**config.mk**
```make
export PLATFORM = sky130hd
export DESIGN_NAME = femtosoc_uart
export DESIGN_NICKNAME = d
export VERILOG_FILES = /design/src/rtl/femtosoc_uart.sv
export SDC_FILE = /design/constraint.sdc
export NUM_CORES = 1
export LEC_CHECK = 0
export ABC_CLOCK_PERIOD_IN_PS = 4000
export CAP_MARGIN = 20
export CORE_MARGIN = 1
export CORE_UTILIZATION = 51
export DETAILED_ROUTE_END_ITERATION = 8
export PLACE_DENSITY_LB_ADDON = 0.1
export RECOVER_POWER = 50
export SLEW_MARGIN = 20
export SYNTH_ARGS = -nofsm -noshare
export SYNTH_HDL_FRONTEND = slang
export SYNTH_SLANG_ARGS = --single-unit
```
**constraint.sdc**
```tcl
create_clock -name clk -period 4 [get_ports clk]
set_clock_uncertainty 0.2 [all_clocks]
set_input_delay 0.8 -clock clk [delete_from_list [all_inputs] [get_ports clk]]
set_output_delay 0.8 -clock clk [all_outputs]
set_load 0.01 [all_outputs]
```
**src/rtl/femtosoc_uart.sv**
```systemverilog
// Memory-mapped UART for the femtosoc iomem bus: DATA/CLKDIV/STATUS registers and a TX FIFO.
// Define FEMTOSOC_UART_RX_EN to build the receiver; otherwise uart_rx is ignored.
module femtosoc_uart #(
  parameter logic [31:0] BASE_ADDR    = 32'h0200_0000,
  parameter logic [15:0] CLKDIV_RESET = 16'd104,
  parameter int unsigned TX_DEPTH     = 4
) (
  input  logic        clk,
  input  logic        resetn,
  input  logic        iomem_valid,
  output logic        iomem_ready,
  input  logic [3:0]  iomem_wstrb,
  input  logic [31:0] iomem_addr,
  input  logic [31:0] iomem_wdata,
  output logic [31:0] iomem_rdata,
  output logic        uart_tx,
  input  logic        uart_rx
);
  localparam int unsigned PtrW = $clog2(TX_DEPTH);
  localparam int unsigned CntW = PtrW + 1;

  typedef enum logic [1:0] {StIdle, StStart, StData, StStop} uart_st_e;

  logic [15:0]     clkdiv_q;
  logic            ready_q, wait_q;
  logic [31:0]     rdata_q;
  logic [7:0]      fifo_mem [TX_DEPTH];
  logic [PtrW-1:0] wptr_q, rptr_q;
  logic [CntW-1:0] cnt_q;
  logic            tx_full, tx_empty, tx_idle, push, pop;
  uart_st_e        tx_st_q, tx_st_d;
  logic [15:0]     tx_cnt_q;
  logic [2:0]      tx_idx_q;
  logic [7:0]      tx_sh_q;
  logic            tx_tick;
  logic            rx_valid, rx_overrun;
  logic [7:0]      rx_byte;
  logic            sel, is_wr, off_data, off_div, off_stat, off_other, can_ack, ack, data_rd_ack;
  logic [31:0]     rd_val;
  logic            unused_wdata;

  assign unused_wdata = ^iomem_wdata[31:16];
  assign iomem_ready  = ready_q;
  assign iomem_rdata  = rdata_q;

  always_comb begin
    sel       = iomem_valid && (iomem_addr[31:8] == BASE_ADDR[31:8]);
    is_wr     = |iomem_wstrb;
    off_data  = iomem_addr[7:0] == 8'h00;
    off_div   = iomem_addr[7:0] == 8'h04;
    off_stat  = iomem_addr[7:0] == 8'h08;
    off_other = !(off_data || off_div || off_stat);
    // Unmapped offsets wait one cycle; DATA writes wait for a free FIFO slot.
    can_ack     = off_other ? wait_q : !(off_data && is_wr && tx_full);
    ack         = sel && !ready_q && can_ack;
    push        = ack && off_data && is_wr;
    data_rd_ack = ack && off_data && !is_wr;
    rd_val      = '0;
    if (!is_wr) begin
      if (off_data)      rd_val = rx_valid ? {24'h0, rx_byte} : 32'hFFFF_FFFF;
      else if (off_div)  rd_val = {16'h0, clkdiv_q};
      else if (off_stat) rd_val = {28'h0, rx_overrun, rx_valid, tx_idle, tx_full};
    end
  end

  always_ff @(posedge clk) begin
    if (!resetn) begin
      ready_q  <= 1'b0;
      wait_q   <= 1'b0;
      rdata_q  <= '0;
      clkdiv_q <= CLKDIV_RESET;
    end else begin
      ready_q <= ack;
      wait_q  <= sel && off_other && !ready_q && !ack;
      rdata_q <= ack ? rd_val : '0;
      if (ack && off_div && |iomem_wstrb[1:0]) begin
        clkdiv_q <= (iomem_wdata[15:0] < 16'd2) ? 16'd2 : iomem_wdata[15:0];
      end
    end
  end

  assign tx_full  = cnt_q == CntW'(TX_DEPTH);
  assign tx_empty = cnt_q == '0;
  assign pop      = (tx_st_q == StIdle) && !tx_empty;
  assign tx_idle  = tx_empty && (tx_st_q == StIdle);

  always_ff @(posedge clk) begin
    if (push) fifo_mem[wptr_q] <= iomem_wdata[7:0];
  end

  always_ff @(posedge clk) begin
    if (!resetn) begin
      wptr_q <= '0;
      rptr_q <= '0;
      cnt_q  <= '0;
    end else begin
      if (push) wptr_q <= wptr_q + PtrW'(1);
      if (pop)  rptr_q <= rptr_q + PtrW'(1);
      case ({push, pop})
        2'b10:   cnt_q <= cnt_q + CntW'(1);
        2'b01:   cnt_q <= cnt_q - CntW'(1);
        default: ;
      endcase
    end
  end

  // TX: state register, next-state logic, output decode.
  always_ff @(posedge clk) begin
    if (!resetn) tx_st_q <= StIdle;
    else         tx_st_q <= tx_st_d;
  end

  assign tx_tick = tx_cnt_q == '0;

  always_comb begin
    tx_st_d = tx_st_q;
    unique case (tx_st_q)
      StIdle:  if (!tx_empty) tx_st_d = StStart;
      StStart: if (tx_tick) tx_st_d = StData;
      StData:  if (tx_tick && tx_idx_q == 3'd7) tx_st_d = StStop;
      StStop:  if (tx_tick) tx_st_d = StIdle;
      default: tx_st_d = StIdle;
    endcase
  end

  always_comb begin
    uart_tx = 1'b1;
    unique case (tx_st_q)
      StStart: uart_tx = 1'b0;
      StData:  uart_tx = tx_sh_q[0];
      default: uart_tx = 1'b1;
    endcase
  end

  // Bit counter reloads from CLKDIV at every boundary, so divider changes apply per bit.
  always_ff @(posedge clk) begin
    if (!resetn) begin
      tx_cnt_q <= '0;
      tx_idx_q <= '0;
      tx_sh_q  <= '0;
    end else if (pop) begin
      tx_sh_q  <= fifo_mem[rptr_q];
      tx_cnt_q <= clkdiv_q - 16'd1;
      tx_idx_q <= '0;
    end else if (tx_st_q != StIdle) begin
      if (tx_tick) begin
        tx_cnt_q <= clkdiv_q - 16'd1;
        if (tx_st_q == StData) begin
          tx_sh_q  <= tx_sh_q >> 1;
          tx_idx_q <= tx_idx_q + 3'd1;
        end
      end else begin
        tx_cnt_q <= tx_cnt_q - 16'd1;
      end
    end
  end

`ifdef FEMTOSOC_UART_RX_EN
  logic        rx_s1_q, rx_s2_q, rx_tick, rx_done;
  uart_st_e    rx_st_q, rx_st_d;
  logic [15:0] rx_cnt_q;
  logic [2:0]  rx_idx_q;
  logic [7:0]  rx_sh_q;
  logic        rx_valid_q, rx_overrun_q;
  logic [7:0]  rx_byte_q;

  always_ff @(posedge clk) begin
    if (!resetn) begin
      rx_s1_q <= 1'b1;
      rx_s2_q <= 1'b1;
      rx_st_q <= StIdle;
    end else begin
      rx_s1_q <= uart_rx;
      rx_s2_q <= rx_s1_q;
      rx_st_q <= rx_st_d;
    end
  end

  assign rx_tick = rx_cnt_q == '0;

  always_comb begin
    rx_st_d = rx_st_q;
    unique case (rx_st_q)
      StIdle:  if (!rx_s2_q) rx_st_d = StStart;
      StStart: if (rx_tick) rx_st_d = rx_s2_q ? StIdle : StData;
      StData:  if (rx_tick && rx_idx_q == 3'd7) rx_st_d = StStop;
      StStop:  if (rx_tick) rx_st_d = StIdle;
      default: rx_st_d = StIdle;
    endcase
  end

  always_comb begin
    rx_done = (rx_st_q == StStop) && rx_tick && rx_s2_q;
  end

  // Idle keeps the half-bit delay preloaded so the start bit is checked mid-bit.
  always_ff @(posedge clk) begin
    if (!resetn) begin
      rx_cnt_q <= '0;
      rx_idx_q <= '0;
      rx_sh_q  <= '0;
    end else if (rx_st_q == StIdle) begin
      rx_cnt_q <= {1'b0, clkdiv_q[15:1]} - 16'd1;
      rx_idx_q <= '0;
    end else if (rx_tick) begin
      rx_cnt_q <= clkdiv_q - 16'd1;
      if (rx_st_q == StData) begin
        rx_sh_q  <= {rx_s2_q, rx_sh_q[7:1]};
        rx_idx_q <= rx_idx_q + 3'd1;
      end
    end else begin
      rx_cnt_q <= rx_cnt_q - 16'd1;
    end
  end

  always_ff @(posedge clk) begin
    if (!resetn) begin
      rx_valid_q   <= 1'b0;
      rx_overrun_q <= 1'b0;
      rx_byte_q    <= '0;
    end else begin
      if (rx_done && (!rx_valid_q || data_rd_ack)) begin
        rx_byte_q  <= rx_sh_q;
        rx_valid_q <= 1'b1;
      end else if (data_rd_ack) begin
        rx_valid_q <= 1'b0;
      end
      if (rx_done && rx_valid_q && !data_rd_ack) begin
        rx_overrun_q <= 1'b1;
      end else if (ack && off_stat && iomem_wstrb[0] && iomem_wdata[3]) begin
        rx_overrun_q <= 1'b0;
      end
    end
  end

  assign rx_valid   = rx_valid_q;
  assign rx_overrun = rx_overrun_q;
  assign rx_byte    = rx_byte_q;
`else
  logic unused_rx;
  assign unused_rx  = uart_rx ^ data_rd_ack;
  assign rx_valid   = 1'b0;
  assign rx_overrun = 1'b0;
  assign rx_byte    = '0;
`endif

endmodule

```
Yosys cells after proc, flatten, opt, wreduce, memory -nomap -nowiden
Memories as Yosys holds them, arrays and structs flattened. A register that Yosys moved wholly into a read port is not among the register bits. Index checks and enable logic that the tools add are counted.

Bits in registers: 86. Bits in writable memories: 32. Bits of input ports: 72. Output and inout port bits: 34. Word-level logic and storage cells: 97. Memories kept: 1.

Add/subtract/negate cells: 7. Order comparisons: 1. Equal/unequal tests: 14. Muxes and demuxes: 23. Bitwise logic cells: 2. Reductions and logical operators: 38.

Memories: fifo_mem (words 4, width 8, rd ports 1, clocked after Yosys merged registers in 1, write ports 1, RTL line 27) `logic [7:0] fifo_mem [TX_DEPTH];`.

Operator list (number): 2-to-1 mux 16 bit (5); 2-to-1 mux 32 bit (1); 2-to-1 mux 8 bit (4); subtractor 16 x 1 -> 16 bit, second input constant (2); == test 24 x 18 -> 1 bit, second input constant (1); zero test 16 bit (1); < comparator 16 x 2 -> 1 bit, second input constant (1); logical AND 1 bit (15); 2-to-1 mux 2 bit (7); nonzero test 2 bit (5); == test 8 x 3 -> 1 bit, second input constant (1); == test 8 x 4 -> 1 bit, second input constant (1); zero test 8 bit (1); inequality test 2 bit, second input constant (4); case mux 2 bit (4 select lines) (1); adder 3 x 1 -> 3 bit, second input constant (2); == test 2 bit, second input constant (3); == test 3 bit, second input constant (2); case mux 3 bit (2 select lines) (1); AND reduction 3 bit (2); OR reduction 6 bit (1); zero test 1 bit (5); adder 2 x 1 -> 2 bit, second input constant (2); == test 2 x 1 -> 1 bit, second input constant (2); 10 further kinds (15).

Logic depth before layout (Yosys ltp)
Gate-level depths: netlist of run 1.

Word-level depth: 10. Gate-level depth with buffers: 11. Depth with buffers taken out: 11.

Worst setup path before layout of run 1
No wires, ideal clock.

Path type: input -> register. From: input iomem_addr[23]. To: register cnt_q[2]. Library setup time: 71 ps. Data arrival time: 2856 ps. Data required time: 3729 ps. Slack: 873 ps. Stages: 11. Path buffers: 0. Cell sequence: nor4b_1 -> nand4_1 -> nor3_2 -> and3_1 -> inv_1 -> ha_1 -> inv_1 -> fa_1 -> xor2_1 -> or3_1 -> a21oi_1.

Cells in the longest elaborated chain, start to end: 8. Elaborated cells on any way between the ends: 10. Classes of those cells: eq/ne: 3; mux: 1; reduce/logical: 6.

RTL lines: from (decl) (RTL line 13) `input logic [31:0] iomem_addr,`; == test 24 x 18 -> 1 bit (*) (RTL line 47) `sel = iomem_valid && (iomem_addr[31:8] == BASE_ADDR[31:8]);`; logical AND 1 bit (*) (RTL line 47); logical AND 1 bit (*) (2 in series) (RTL line 55) `ack = sel && !ready_q && can_ack;`; logical AND 1 bit (*); logical AND 1 bit (*) (RTL line 56) `push = ack && off_data && is_wr;`; == test 2 x 1 -> 1 bit / == test 2 bit (equally long branches) (RTL line 99) `case ({push, pop})`; case mux 3 bit (2 select lines) / nonzero test 2 bit (equally long branches); to (signal assigned) (RTL line 100) `2'b10: cnt_q <= cnt_q + CntW'(1);`; to (signal assigned) (RTL line 101) `2'b01: cnt_q <= cnt_q - CntW'(1);`; to (decl) (RTL line 29) `logic [CntW-1:0] cnt_q;`.

Mark *: on every way between the ends. The rest lies on a longest branch, timed or not. A chain may end at the register's enable or synchronous reset.

Worst setup path after layout of run 1
From: input iomem_addr[25]. To: register cnt_q[2].

The elaborated chain is that of the path after synthesis.

==> flow_summary.toml, run 1 <==
[outcome]
status = "finished, final reports clean"

[power_and_ir_drop]
ir_drop_mv = 0.1701
p_clk_share_pct = 36.1
total_power_uw = 1921
p_per_area_nw_per_um2 = 312.4
swShare_pct = 23.85
p_sw_uw = 458.1
p_comb_share_pct = 6.9
p_int_uw = 1463
seqPwrFrac_pct = 57.1
p_leak_uw = 0.002207

[setup_path]
crit_fanout = 5
end_kind = "flop"
criticalPathCategory = "primary input to flop"
arrival_ps = 3490
critical_path.startpoint_type = "primary input"
cp_data_required_time_ps = 4110

[routing]
vias_per_cell = 5.792
postRouteAntennaNets = 0
totalWireLength_mm = 11.78
drt_iter0_drc = 239
routedWlPerCell_um = 16.59
drc = 0
vias = 4112
drtPass1Iterations = 5

[synth]
yosys.area.top_type = "dfxtp_1"
ys_seq_area_share_pct = 47.57
ys_types = 66
synth_top_area_share_pct = 28.70
yosys-top-cells-area = "dfxtp_1 29%, edfxtp_1 19%, a21oi_1 3.9%"
ys_seq_elements = 105
synth-main-ff-cell = "dfxtp_1"
synth_edf_count = 32
synth_warnings = 0
ys_top_cells_by_count = "73 x dfxtp_1, 45 x nand2_1, 40 x a21oi_1"
syn_inst = 505
async_reset_ff_share_pct = 0
yosysMostFrequentCell = "dfxtp_1"
syn_area_per_cell_um2 = 10.08
synth_nets = 592
syn-cell-area_um2 = 5092

[clock_tree]
h-tree-depth = 3
numCtsBuffers = 9
clkTransAtPathRegs_ps = 100
cts_sinks = 105
clk_latency_ps = 380
clock_path_buffers = 2
post_cts_resized = 0
tritoncts = "built"
hold_buffers = 0
clock-root-buffer = "clkbuf_8"
postCtsSetupBuffers = 0

[placement]
numPortBuffers = 88
hpwl_mm = 8.638
place.gp.congestion = 0.8731

[global_route]
grt_pass1_vias = 3951
overflow = 0
grt_max_degree = 28
grt_pass1_wl_mm = 19.40
grt_util_all_layers_pct = 24.69
antenna_found_initial = 0

[floorplanning]
start_util_pct = 52.34
pin_count = 106
die-area_um2 = 10390
core_um2 = 9729
rows = 36
die_w_um = 101.9
die_y_um = 101.9

[sta]
finalCriticalPeriod_ps = 3379
drv_slew = 0
hold_viol = 0
rsz0062_at_grt = "false"
slew_headroom_pct = 33.24
tns_ps = 0
worst_pin_slew_ps = 1001
fmax_ghz = 0.2959
finalSetupViolCount = 0
fin_crit_sh_pct = 84.48

[job]
maxCapViolCount = 0

[finish]
fin_util_pct = 63.19
insertedDiodeCount = 0
synthToLayoutAreaGrowth_pct = 20.74
drive_above_1_share_pct = 7.799
nets = 659

[hold_path]
hold_path_class = "flop to flop"
## area by class of cell
type                       instances  area [µm²]
clock inverter                     7       81.33
inverter                          18       67.56
timing repair buffer              96       937.1
sequential                       105        2422
multi-input combinational        342        2350
clock buffer                       9       123.9
tap                              133       166.4
fill                             829        3581
## power by group through the flow
| stage | combinational (µW) | sequential, µW | clock, µW |
|---|---|---|---|
| after floorplan | 54.3 | 1120 | 0 |
| after global placement | 130 | 1120 | 0 |
| after detailed placement | 133 | 1120 | 0 |
| after CTS | 133 | 1100 | 702 |
| after global routing | 143 | 1100 | 744 |
| final | 132 | 1100 | 692 |
## registers in the layout (all words and copies together), names as in the netlist, named ones only
register     count
tx_idx_q         3
wptr_q           2
iomem_rdata     17
wait_q           1
tx_st_q          2
fifo_mem        32
clkdiv_q        16
rptr_q           2
iomem_ready      1
cnt_q            3
tx_cnt_q        16
tx_sh_q          8
## worst paths after layout
| path | from | slack, ps | cells past startpoint | to |
|---|---|---|---|---|
| max | iomem_addr[25] | 620 | 12 | cnt_q[2] |
| min | clkdiv_q[15] | 300 | 2 | iomem_rdata[15] |
| max reg2reg | tx_st_q[0] | 770 | 10 | cnt_q[2] |
| min reg2reg | clkdiv_q[15] | 300 | 2 | iomem_rdata[15] |
## metrics by stage
stage               instance area, µm²  hold WS (ps)  worst slack (ps)  instances
global route                      6148         315.5             376.1        710
finish                            6148         304.7             620.9        710
floorplan                         5092         253.3             873.2        505
detailed placement                5953         286.6             296.7        694
global placement                  5953         272.3             388.1        694
CTS                               6158         301.1             699.5        710
## worst max-delay path, stage by stage
cell	delay [ps]
dlygate4sd3_1	550
nor4b_1	240
nand4_1	290
nor3_1	320
and3_1	270
inv_1	60
ha_1	220
inv_1	70
fa_1	170
xor2_1	70
or3_1	310
a21oi_1	130
## layer usage
layer	up-vias	part of all wire, %	GRT usage, %
li1	1973	-	-
met1	1965	45	33.01
met2	159	47	40.02
met3	15	6.3	4.651
met4	0	1.6	9.451
met5	-	0	0
## placed cells by master (no fill, tap or decap), types with 6 or more instances in the layout
master,n
clkdlybuf4s50_1,46
mux4_2,8
xnor2_1,9
inv_1,17
edfxtp_1,32
a32o_1,10
xor2_1,9
nand4_1,6
dfxtp_1,73
a21oi_1,40
ha_1,14
nor2_1,38
buf_4,7
nor4_1,13
nand2_1,45
clkbuf_8,9
o21ai_0,23
dlygate4sd3_1,42
o21ai_1,7
nor3_1,16
mux2i_1,18
nand3_1,15
## kinds of logic after synthesis
group | count (synthesis) | share of synthesized area (%)
DFF | 105 | 47.57
buffers and inverters | 58 | 6.167
muxes | 27 | 7.297
xor gates and xnor gates | 18 | 3.096
AOI/OAI and AO/OA | 105 | 12.92
and+or+nand+nor | 177 | 19.12
adders and majority gates | 15 | 3.833
Power figures use the tool's default switching activity.
==> inputs of run 2 (changes only) <==
ABC_CLOCK_PERIOD_IN_PS = 3550   (was 4000)
clock period = 3.55 ns   (was 4 ns; I/O delays follow)
==> run 2 against run 1 <==
Against the previous run:
- worst hold slack lost 16 ps
- total power grew 9.8%
- sequential power grew 13%
- sequential cell count is the same
- largest power group unchanged
==> flow_summary.toml, run 2 (synthesis gave the netlist of run 1 again) <==
[outcome]
status = "finished, final reports clean"

[clock_tree]
tritoncts = "built"
post_cts_resized = 0
numCtsBuffers = 9
cts_sinks = 105
hold_buffers = 0
clock_path_buffers = 2
clkTransAtPathRegs_ps = 110
postCtsSetupBuffers = 0
h-tree-depth = 3
clock-root-buffer = "clkbuf_8"
clk_latency_ps = 380

[sta]
rsz0062_at_grt = "false"
finalSetupViolCount = 0
slew_headroom_pct = 45.92
drv_slew = 0
worst_pin_slew_ps = 811.1
tns_ps = 0
hold_viol = 0
fmax_ghz = 0.3194
finalCriticalPeriod_ps = 3131
fin_crit_sh_pct = 88.20

[hold_path]
min_from = "clkdiv_q[15]"
hold_path_class = "flop to flop"

[finish]
fin_util_pct = 63.49
insertedDiodeCount = 0
final_cell_mix = "73 x dfxtp_1, 56 x clkdlybuf4s50_1, 45 x nand2_1, 40 x a21oi_1, 38 x nor2_1"
fillers = 831
top_register = "fifo_mem"
nets = 672
final_common_cell = "dfxtp_1"
drive_above_1_share_pct = 8.475
largest_reg_flops = 32
synthToLayoutAreaGrowth_pct = 21.30

[global_route]
grt_pass1_vias = 4016
grt_util_all_layers_pct = 24.62
grt_max_degree = 20
overflow = 0
grt_pass1_wl_mm = 19.39
antenna_found_initial = 0

[setup_path]
critPathMaxStageDelay_ps = 450
path_buf_inv = 3
rr_startpoint = "tx_cnt_q[0]"
end_kind = "flop"
critical_path.startpoint_type = "primary input"
criticalPathCategory = "primary input to flop"
cpMostUsedCell = "inv_1"
cp_slowest_cell = "clkdlybuf4s50_1"
crit_fanout = 5
cp_data_required_time_ps = 3660
startpoint = "iomem_addr[5]"
path_delay_family = "simple AND/OR/NAND/NOR gates"
path_cells = "clkdlybuf4s50_1 -> nor4_4 -> a31oi_2 -> nor3_1 -> and3_1 -> inv_1 -> ha_1 -> inv_1 -> fa_1 -> xor2_1 -> or3_1 -> a21oi_1"
arrival_ps = 3240

[floorplanning]
rows = 36
die_w_um = 101.9
die-area_um2 = 10390
core_um2 = 9729
pin_count = 106
die_y_um = 101.9
start_util_pct = 52.34

[routing]
routedWlPerCell_um = 16.42
vias_per_cell = 5.618
postRouteAntennaNets = 0
vias = 4062
drc = 0
drt_iter0_drc = 211
totalWireLength_mm = 11.87
drtPass1Iterations = 5

[power_and_ir_drop]
p_per_area_nw_per_um2 = 341.4
p_leak_uw = 0.002171
ir_drop_mv = 0.2118

[placement]
place.gp.congestion = 0.8590
hpwl_mm = 8.801
numPortBuffers = 88

[job]
maxCapViolCount = 0
==> run 2: changes by cell type in the layout (fill, tap and decap cells not counted), sizes merged <==
cell           previous run  this run
clkdlybuf4s50            46        56
inv                      21        22
bufinv                    1         0
clkinv                    2         1
dlygate4sd3              42        32
clkinvlp                  1         2
clkbuf                   10        18
buf                       7        12
==> run 2: per-layer routing <==
layer | vias up | part of all wire, % | GRT usage, %
li1 | 1998 | - | -
met1 | 1885 | 46 | 32.11
met2 | 166 | 47 | 42.36
met3 | 13 | 5.7 | 4.651
met4 | 0 | 1.2 | 6.154
met5 | - | 0 | 0
==> run 2: tightest hold or removal path: cells and delay by family, from the launching register on <==
kind | cells | cell delay [ps]
AOI/OAI and AO/OA | 1 | 50
and+or+nand+nor | 1 | 60
DFF | 1 | 350
==> run 2: layout make-up <==
| class | count | area, µm² | area share, % |
|---|---|---|---|
| clock inverter | 7 | 58.81 | 0.9520 |
| timing repair buffer | 109 | 1008 | 16.33 |
| clock buffer | 9 | 123.9 | 2.005 |
| tap | 133 | 166.4 | 2.694 |
| multi-input combinational | 342 | 2330 | 37.72 |
| inverter | 18 | 67.56 | 1.094 |
| sequential | 105 | 2422 | 39.21 |
==> run 2: through the flow <==
stage / instance area (µm²) / total power [µW] / worst slack (ps) / hold WS [ps] / cells
4_1_cts: 6233 / 2122 / 447.2 / 291.2 / 723
5_1_grt: 6177 / 2176 / 180.5 / 301.6 / 723
3_3_place_gp: 6051 / 1416 / 89.15 / 274.1 / 707
6_report: 6177 / 2109 / 418.9 / 288.4 / 723
3_5_place_dp: 6051 / 1418 / 58.98 / 276.6 / 707
2_1_floorplan: 5092 / 1324 / 513.2 / 253.3 / 505
==> run 2: worst paths after layout <==
| check | endpoint | slack (ps) | depth (start not counted) |
|---|---|---|---|
| setup / recovery | cnt_q[2] | 420 | 12 |
| hold reg to reg | clkdiv_q[15] | 290 | 2 |
| setup reg to reg | tx_cnt_q[10] | 550 | 7 |
| hold / removal | clkdiv_q[15] | 290 | 2 |
==> run 2: report_power, final <==
group	leakage [µW]	switching [µW]	internal [µW]
Clock	0.0000891	453	269
Sequential	0.000875	1.39	1230
Combinational	0.00121	73.0	78.7
